==> config.mk <==
export PLATFORM = sky130hd
export DESIGN_NAME = arm_fetch
export DESIGN_NICKNAME = d
export VERILOG_FILES = /design/src/rtl/arm_fetch.sv
export SDC_FILE = /design/constraint.sdc
export NUM_CORES = 1
export LEC_CHECK = 0
export CORE_UTILIZATION = 35
export DETAILED_ROUTE_END_ITERATION = 7
export SYNTH_ARGS = -nofsm -noshare
export SYNTH_HDL_FRONTEND = slang
export SYNTH_SLANG_ARGS = --single-unit
==> constraint.sdc <==
create_clock -name clk -period 8.15 [get_ports clk]
set_clock_uncertainty 0.2 [all_clocks]
set_input_delay 0.815 -clock clk [delete_from_list [all_inputs] [get_ports clk]]
set_output_delay 0.815 -clock clk [all_outputs]
set_load 0.03 [all_outputs]
==> src/rtl/arm_fetch.sv <==
// Instruction fetch unit: walks the fetch PC, issues single-outstanding imem requests,
// buffers returned words with their PC, and hands them to the decoder; redirects flush.
module arm_fetch #(
    parameter logic [31:0] RESET_PC   = 32'h0000_0000,
    parameter int unsigned FIFO_DEPTH = 2
) (
    input  logic        clk,
    input  logic        rst,
    output logic        imem_req,
    output logic [31:0] imem_addr,
    input  logic        imem_ack,
    input  logic [31:0] imem_rdata,
    input  logic        branch_valid,
    input  logic [31:0] branch_target,
    output logic        inst_valid,
    input  logic        inst_ready,
    output logic [31:0] inst,
    output logic [31:0] inst_pc
);
    localparam int unsigned PTR_W = (FIFO_DEPTH > 1) ? $clog2(FIFO_DEPTH) : 1;
    localparam int unsigned CNT_W = $clog2(FIFO_DEPTH + 1);

    typedef enum logic [1:0] {S_IDLE, S_REQ, S_DISCARD} state_t;

    typedef struct packed {
        logic [31:0] inst;
        logic [31:0] pc;
    } entry_t;

    state_t           r_state;
    state_t           w_state_next;
    logic [31:0]      r_fetch_pc;
    logic [31:0]      w_fetch_pc_next;
    logic [31:0]      r_inflight_addr;
    logic [31:0]      w_inflight_addr_next;
    entry_t           r_mem [FIFO_DEPTH];
    logic [PTR_W-1:0] r_rd_ptr;
    logic [PTR_W-1:0] r_wr_ptr;
    logic [CNT_W-1:0] r_count;
    logic [CNT_W-1:0] w_count_next;
    logic             w_push;
    logic             w_pop;
    logic             w_room;
    logic [31:0]      w_target;

    assign w_target     = {branch_target[31:2], 2'b00};
    assign w_pop        = (r_count != '0) && inst_ready && !branch_valid;
    assign w_push       = (r_state == S_REQ) && imem_ack && !branch_valid;
    assign w_count_next = r_count + CNT_W'(w_push) - CNT_W'(w_pop);
    assign w_room       = (w_count_next < CNT_W'(FIFO_DEPTH));

    assign imem_req   = (r_state == S_REQ) || (r_state == S_DISCARD);
    assign imem_addr  = (r_state == S_DISCARD) ? r_inflight_addr : r_fetch_pc;
    assign inst_valid = (r_count != '0);
    assign inst       = r_mem[r_rd_ptr].inst;
    assign inst_pc    = r_mem[r_rd_ptr].pc;

    // Next-state and fetch PC; a branch always wins and flushes the buffer
    always_comb begin
        w_state_next         = r_state;
        w_fetch_pc_next      = r_fetch_pc;
        w_inflight_addr_next = r_inflight_addr;
        case (r_state)
            S_IDLE: begin
                if (branch_valid) begin
                    w_fetch_pc_next = w_target;
                end
                if (branch_valid || w_room) begin
                    w_state_next = S_REQ;
                end
            end
            S_REQ: begin
                if (branch_valid) begin
                    w_fetch_pc_next      = w_target;
                    w_inflight_addr_next = r_fetch_pc;
                    w_state_next         = imem_ack ? S_REQ : S_DISCARD;
                end else if (imem_ack) begin
                    w_fetch_pc_next = r_fetch_pc + 32'd4;
                    w_state_next    = w_room ? S_REQ : S_IDLE;
                end
            end
            S_DISCARD: begin
                if (branch_valid) begin
                    w_fetch_pc_next = w_target;
                end
                if (imem_ack) begin
                    w_state_next = S_REQ;
                end
            end
            default: w_state_next = S_IDLE;
        endcase
    end

    always_ff @(posedge clk or posedge rst) begin
        if (rst) begin
            r_state         <= S_IDLE;
            r_fetch_pc      <= RESET_PC;
            r_inflight_addr <= RESET_PC;
        end else begin
            r_state         <= w_state_next;
            r_fetch_pc      <= w_fetch_pc_next;
            r_inflight_addr <= w_inflight_addr_next;
        end
    end

    // Instruction buffer: circular FIFO of {inst, pc}
    always_ff @(posedge clk or posedge rst) begin
        if (rst) begin
            r_rd_ptr <= '0;
            r_wr_ptr <= '0;
            r_count  <= '0;
            for (int i = 0; i < int'(FIFO_DEPTH); i++) begin
                r_mem[i] <= '0;
            end
        end else if (branch_valid) begin
            r_rd_ptr <= '0;
            r_wr_ptr <= '0;
            r_count  <= '0;
        end else begin
            if (w_push) begin
                r_mem[r_wr_ptr] <= '{inst: imem_rdata, pc: r_fetch_pc};
                r_wr_ptr        <= r_wr_ptr + PTR_W'(1);
            end
            if (w_pop) begin
                r_rd_ptr <= r_rd_ptr + PTR_W'(1);
            end
            r_count <= w_count_next;
        end
    end

endmodule

==> impl_metrics.xml <==
<?xml version="1.0" encoding="UTF-8"?>
<metrics>
  <group name="critical_path">
    <metric name="timing.critical_path.required" unit="ns">7.13</metric>
    <metric name="timing.setup.critical_path_class" unit="">reg2out</metric>
    <metric name="timing.critical_path.from_type" unit="">register</metric>
    <metric name="critPathCaptureType" unit="">primary output</metric>
    <metric name="path_max_fanout" unit="">39</metric>
    <metric name="arrival" unit="ns">2.93</metric>
  </group>
  <group name="grt">
    <metric name="grt_remaining_overflow" unit="">0</metric>
    <metric name="grt_max_degree" unit="">127</metric>
    <metric name="antenna_found_initial" unit="">0</metric>
    <metric name="first_pass_grt_wire_length" unit="mm">36.6</metric>
    <metric name="grt_use_total" unit="%">17.0</metric>
    <metric name="number_of_global_route_vias_before_repair" unit="">6520</metric>
  </group>
  <group name="synthesis">
    <metric name="sequential_element_share_of_the_synthesized_area" unit="%">50.6</metric>
    <metric name="synth.distinct_cells" unit="">56</metric>
    <metric name="synthesis.area" unit="um2">9390</metric>
    <metric name="number_of_enable_type_register_cells_in_the_synthesized_netlist" unit="">0</metric>
    <metric name="yosys_warnings" unit="">0</metric>
    <metric name="synth.ff_latch_count" unit="">190</metric>
    <metric name="synth-async-reset-ratio" unit="%">100</metric>
    <metric name="cell_count_after_synthesis" unit="">758</metric>
    <metric name="synth_top_area_share" unit="%">50.6</metric>
    <metric name="synthMostInstantiatedCell" unit="">mux2_2</metric>
    <metric name="synth_area_leader_cell" unit="">dfrtp_1</metric>
    <metric name="synthFlopType" unit="">dfrtp_1</metric>
    <metric name="synth.area.top_cells" unit="">dfrtp_1 (51%), mux2_2 (29%), clkbuf_1 (1.3%), nand2_1 (1.3%), o21ai_0 (1.2%)</metric>
    <metric name="syn-mean-instance-area" unit="um2">12.4</metric>
    <metric name="synth_commonest_cells" unit="">mux2_2 (239), dfrtp_1 (190), clkbuf_1 (33), nand2_1 (33), nor2_1 (25)</metric>
  </group>
  <group name="power_and_ir_drop">
    <metric name="switching_share" unit="%">40.2</metric>
    <metric name="combPwrFrac" unit="%">48.8</metric>
    <metric name="p_switching" unit="uW">2050</metric>
    <metric name="power_per_standard_cell_area" unit="nW/um2">434</metric>
    <metric name="power.sequential.fraction" unit="%">35.4</metric>
    <metric name="vdd.ir_drop.worst" unit="mV">0.212</metric>
    <metric name="internal-power" unit="uW">3050</metric>
    <metric name="power.share.clock" unit="%">15.8</metric>
    <metric name="leakage" unit="uW">0.00476</metric>
  </group>
  <group name="detailed_routing">
    <metric name="total_length_of_routed_met2_wires" unit="mm">11.0</metric>
    <metric name="route.antenna.remaining_nets" unit="">0</metric>
    <metric name="drc" unit="">10</metric>
    <metric name="detail_route.wl_per_cell" unit="um">18.4</metric>
    <metric name="routed.top_layer" unit="">met4</metric>
    <metric name="dr.first_iter.drc_count" unit="">429</metric>
    <metric name="drt_first_pass_iters" unit="">7</metric>
    <metric name="detailroute.via_count" unit="">6388</metric>
    <metric name="route.met3.wl" unit="um">894</metric>
    <metric name="via_per_instance_ratio" unit="">5.20</metric>
    <metric name="wirelength_met1" unit="mm">10.5</metric>
    <metric name="finalWirelength" unit="mm">22.5</metric>
  </group>
  <group name="placed_design">
    <metric name="globalplace.congestion" unit="">0.773</metric>
    <metric name="placed_cells_incl_taps" unit="">1196</metric>
    <metric name="detailed_place.area" unit="um2">11200</metric>
    <metric name="hpwl_after_detailed_placement" unit="mm">14.5</metric>
    <metric name="place.port_buffers" unit="">160</metric>
  </group>
  <group name="finish">
    <metric name="final_net_count" unit="">956</metric>
    <metric name="post_layout_nonfiller_instances" unit="">1228</metric>
    <metric name="area_delta_synth_final" unit="%">25.0</metric>
    <metric name="diodes" unit="">0</metric>
    <metric name="fraction_of_layout_instances_using_a_drive_strength_above_1" unit="%">32.8</metric>
    <metric name="finish.instance_area" unit="um2">11700</metric>
  </group>
  <group name="floorplan">
    <metric name="die-height" unit="um">166</metric>
    <metric name="ios" unit="">167</metric>
    <metric name="num_rows" unit="">59</metric>
    <metric name="core" unit="um2">26200</metric>
    <metric name="die-area" unit="um2">27500</metric>
    <metric name="die_width" unit="um">166</metric>
    <metric name="initial_core_utilization" unit="%">35.8</metric>
  </group>
  <group name="clock_tree">
    <metric name="postCtsResizedCells" unit="">0</metric>
    <metric name="clock_path_buffers" unit="">2</metric>
    <metric name="postCtsSetupBuffers" unit="">0</metric>
    <metric name="cts_hold_buf" unit="">0</metric>
    <metric name="worst_skew_pair_later_pin_latency" unit="ns">0.43</metric>
    <metric name="h-tree-depth" unit="">4</metric>
    <metric name="tritoncts_buffer_count" unit="">17</metric>
    <metric name="cts_root_buffer" unit="">clkbuf_16</metric>
    <metric name="tritoncts" unit="">done</metric>
    <metric name="clkTransAtPathRegs" unit="ns">0.08</metric>
    <metric name="numClockSinks" unit="">190</metric>
  </group>
  <group name="timing">
    <metric name="grt_setup_unrepaired" unit="">false</metric>
    <metric name="finalSetupTns" unit="ns">0</metric>
    <metric name="setup-violations-final" unit="">0</metric>
    <metric name="max_freq" unit="MHz">253</metric>
    <metric name="number_of_hold_violations_in_the_final_report" unit="">0</metric>
    <metric name="max_slew.worst_pin.slew" unit="ns">1.02</metric>
    <metric name="worst_slew_margin_rel" unit="%">31.7</metric>
    <metric name="final_min_period_over_clock_period" unit="%">48.4</metric>
    <metric name="slew_viol_final" unit="">0</metric>
    <metric name="finalCriticalPeriod" unit="ns">3.95</metric>
  </group>
  <group name="status">
    <metric name="failed_checks" unit="">DRC</metric>
    <metric name="run_status" unit="">finished with violations</metric>
  </group>
  <group name="worst_hold_path">
    <metric name="hold_path.class" unit="">reg2reg</metric>
  </group>
  <group name="run">
    <metric name="max_cap_violations" unit="">0</metric>
  </group>
</metrics>
==> power groups by stage <==
| stage | Combinational [uW] | Sequential (uW) | Clock [uW] |
|---|---|---|---|
| 2_1_floorplan | 1870 | 1600 | 0 |
| 3_3_place_gp | 2490 | 1800 | 0 |
| 3_5_place_dp | 2510 | 1820 | 0 |
| 4_1_cts | 2520 | 1800 | 830 |
| 5_1_grt | 2660 | 1880 | 871 |
| 6_report | 2490 | 1800 | 805 |
==> per-stage QoR <==
| step | util, % | setup slack (ns) | hold slack [ns] | power, uW |
|---|---|---|---|---|
| detailed placement | 42.6 | 4.17 | 0.265 | 4330 |
| global route | 44.8 | 4.04 | 0.313 | 5410 |
| finish | 44.8 | 4.20 | 0.276 | 5100 |
| global placement | 42.6 | 4.20 | 0.256 | 4290 |
| floorplan | - | 1.96 | 0.244 | 3470 |
| CTS | 44.8 | 4.14 | 0.282 | 5150 |
==> worst max-delay path, stage by stage, from the launching register on <==
cell and delay, ns:
dfrtp_1 0.43, inv_1 0.13, ha_2 0.88, mux2_2 0.42
clkdlybuf4s50_1 0.64
==> sequential cells by signal, indices dropped and copies added (netlist names) <==
name,cells
r_mem,124
r_fetch_pc,30
r_rd_ptr,1
r_state,2
r_count,2
r_inflight_addr,30
r_wr_ptr,1
==> cell usage in the layout (no fill, tap or decap), types with 4 or more instances in the layout <==
cell type / synthesis / routed
buf_4: 9 / 8
and2_1: 6 / 6
nand2_1: 33 / 33
inv_6: 0 / 4
clkdlybuf4s50_1: 0 / 160
nor4_1: 8 / 8
a211oi_1: 12 / 12
and3_1: 6 / 6
nand3_1: 16 / 16
nor2_1: 25 / 24
mux2i_1: 7 / 7
conb_1: 1 / 4
mux2_2: 239 / 239
inv_1: 9 / 8
and4_1: 5 / 5
dfrtp_1: 190 / 189
a21oi_1: 17 / 17
ha_1: 7 / 6
o21ai_0: 23 / 23
o22ai_1: 6 / 6
nand4_1: 18 / 18
clkbuf_16: 0 / 17
nor3_1: 5 / 5
a311oi_1: 7 / 7
==> routing by layer <==
| metal | vias up | global-route usage (%) |
|---|---|---|
| met1 | 3247 | 23.1 |
| met3 | 13 | 3.07 |
| li1 | 3006 | - |
| met4 | 0 | 4.10 |
| met5 | - | 0 |
| met2 | 122 | 27.9 |
==> final timing paths <==
kind	from	endpoint	slack, ns	depth (start not counted)
worst max-delay path	r_state[0]	imem_addr[31]	4.20	4
worst min register to register	r_mem[10]	r_mem[10]	0.28	2
worst max register to register	r_state[1]	r_mem[127]	5.16	6
max in group asynchronous	rst	r_fetch_pc[24]	5.57	3
worst min-delay path	r_mem[10]	r_mem[10]	0.28	2
min in group asynchronous	rst	r_mem[107]	0.79	2
==> cell families (layout without fill, tap and decap cells) <==
family / after synthesis / after routing / synth area share, %
compound gates: 87 / 87 / 6.10
xor+xnor: 4 / 4 / 0.373
fa+ha+maj: 7 / 7 / 0.933
buf+inv: 77 / 209 / 3.97
flops: 190 / 190 / 50.6
mux: 246 / 246 / 29.4
other cells: 1 / 4 / 0.0399
simple gates: 146 / 146 / 8.52
==> cell type report <==
class | count | area (um2)
Clock buffer | 19 | 453
Fill cell | 2452 | 14500
Sequential cell | 190 | 4760
Timing Repair Buffer | 168 | 1660
Tap cell | 335 | 419
Inverter | 9 | 41.3
Clock inverter | 13 | 104
Multi-Input combinational cell | 494 | 4290
Note: power is estimated with default switching activity, not from simulation.
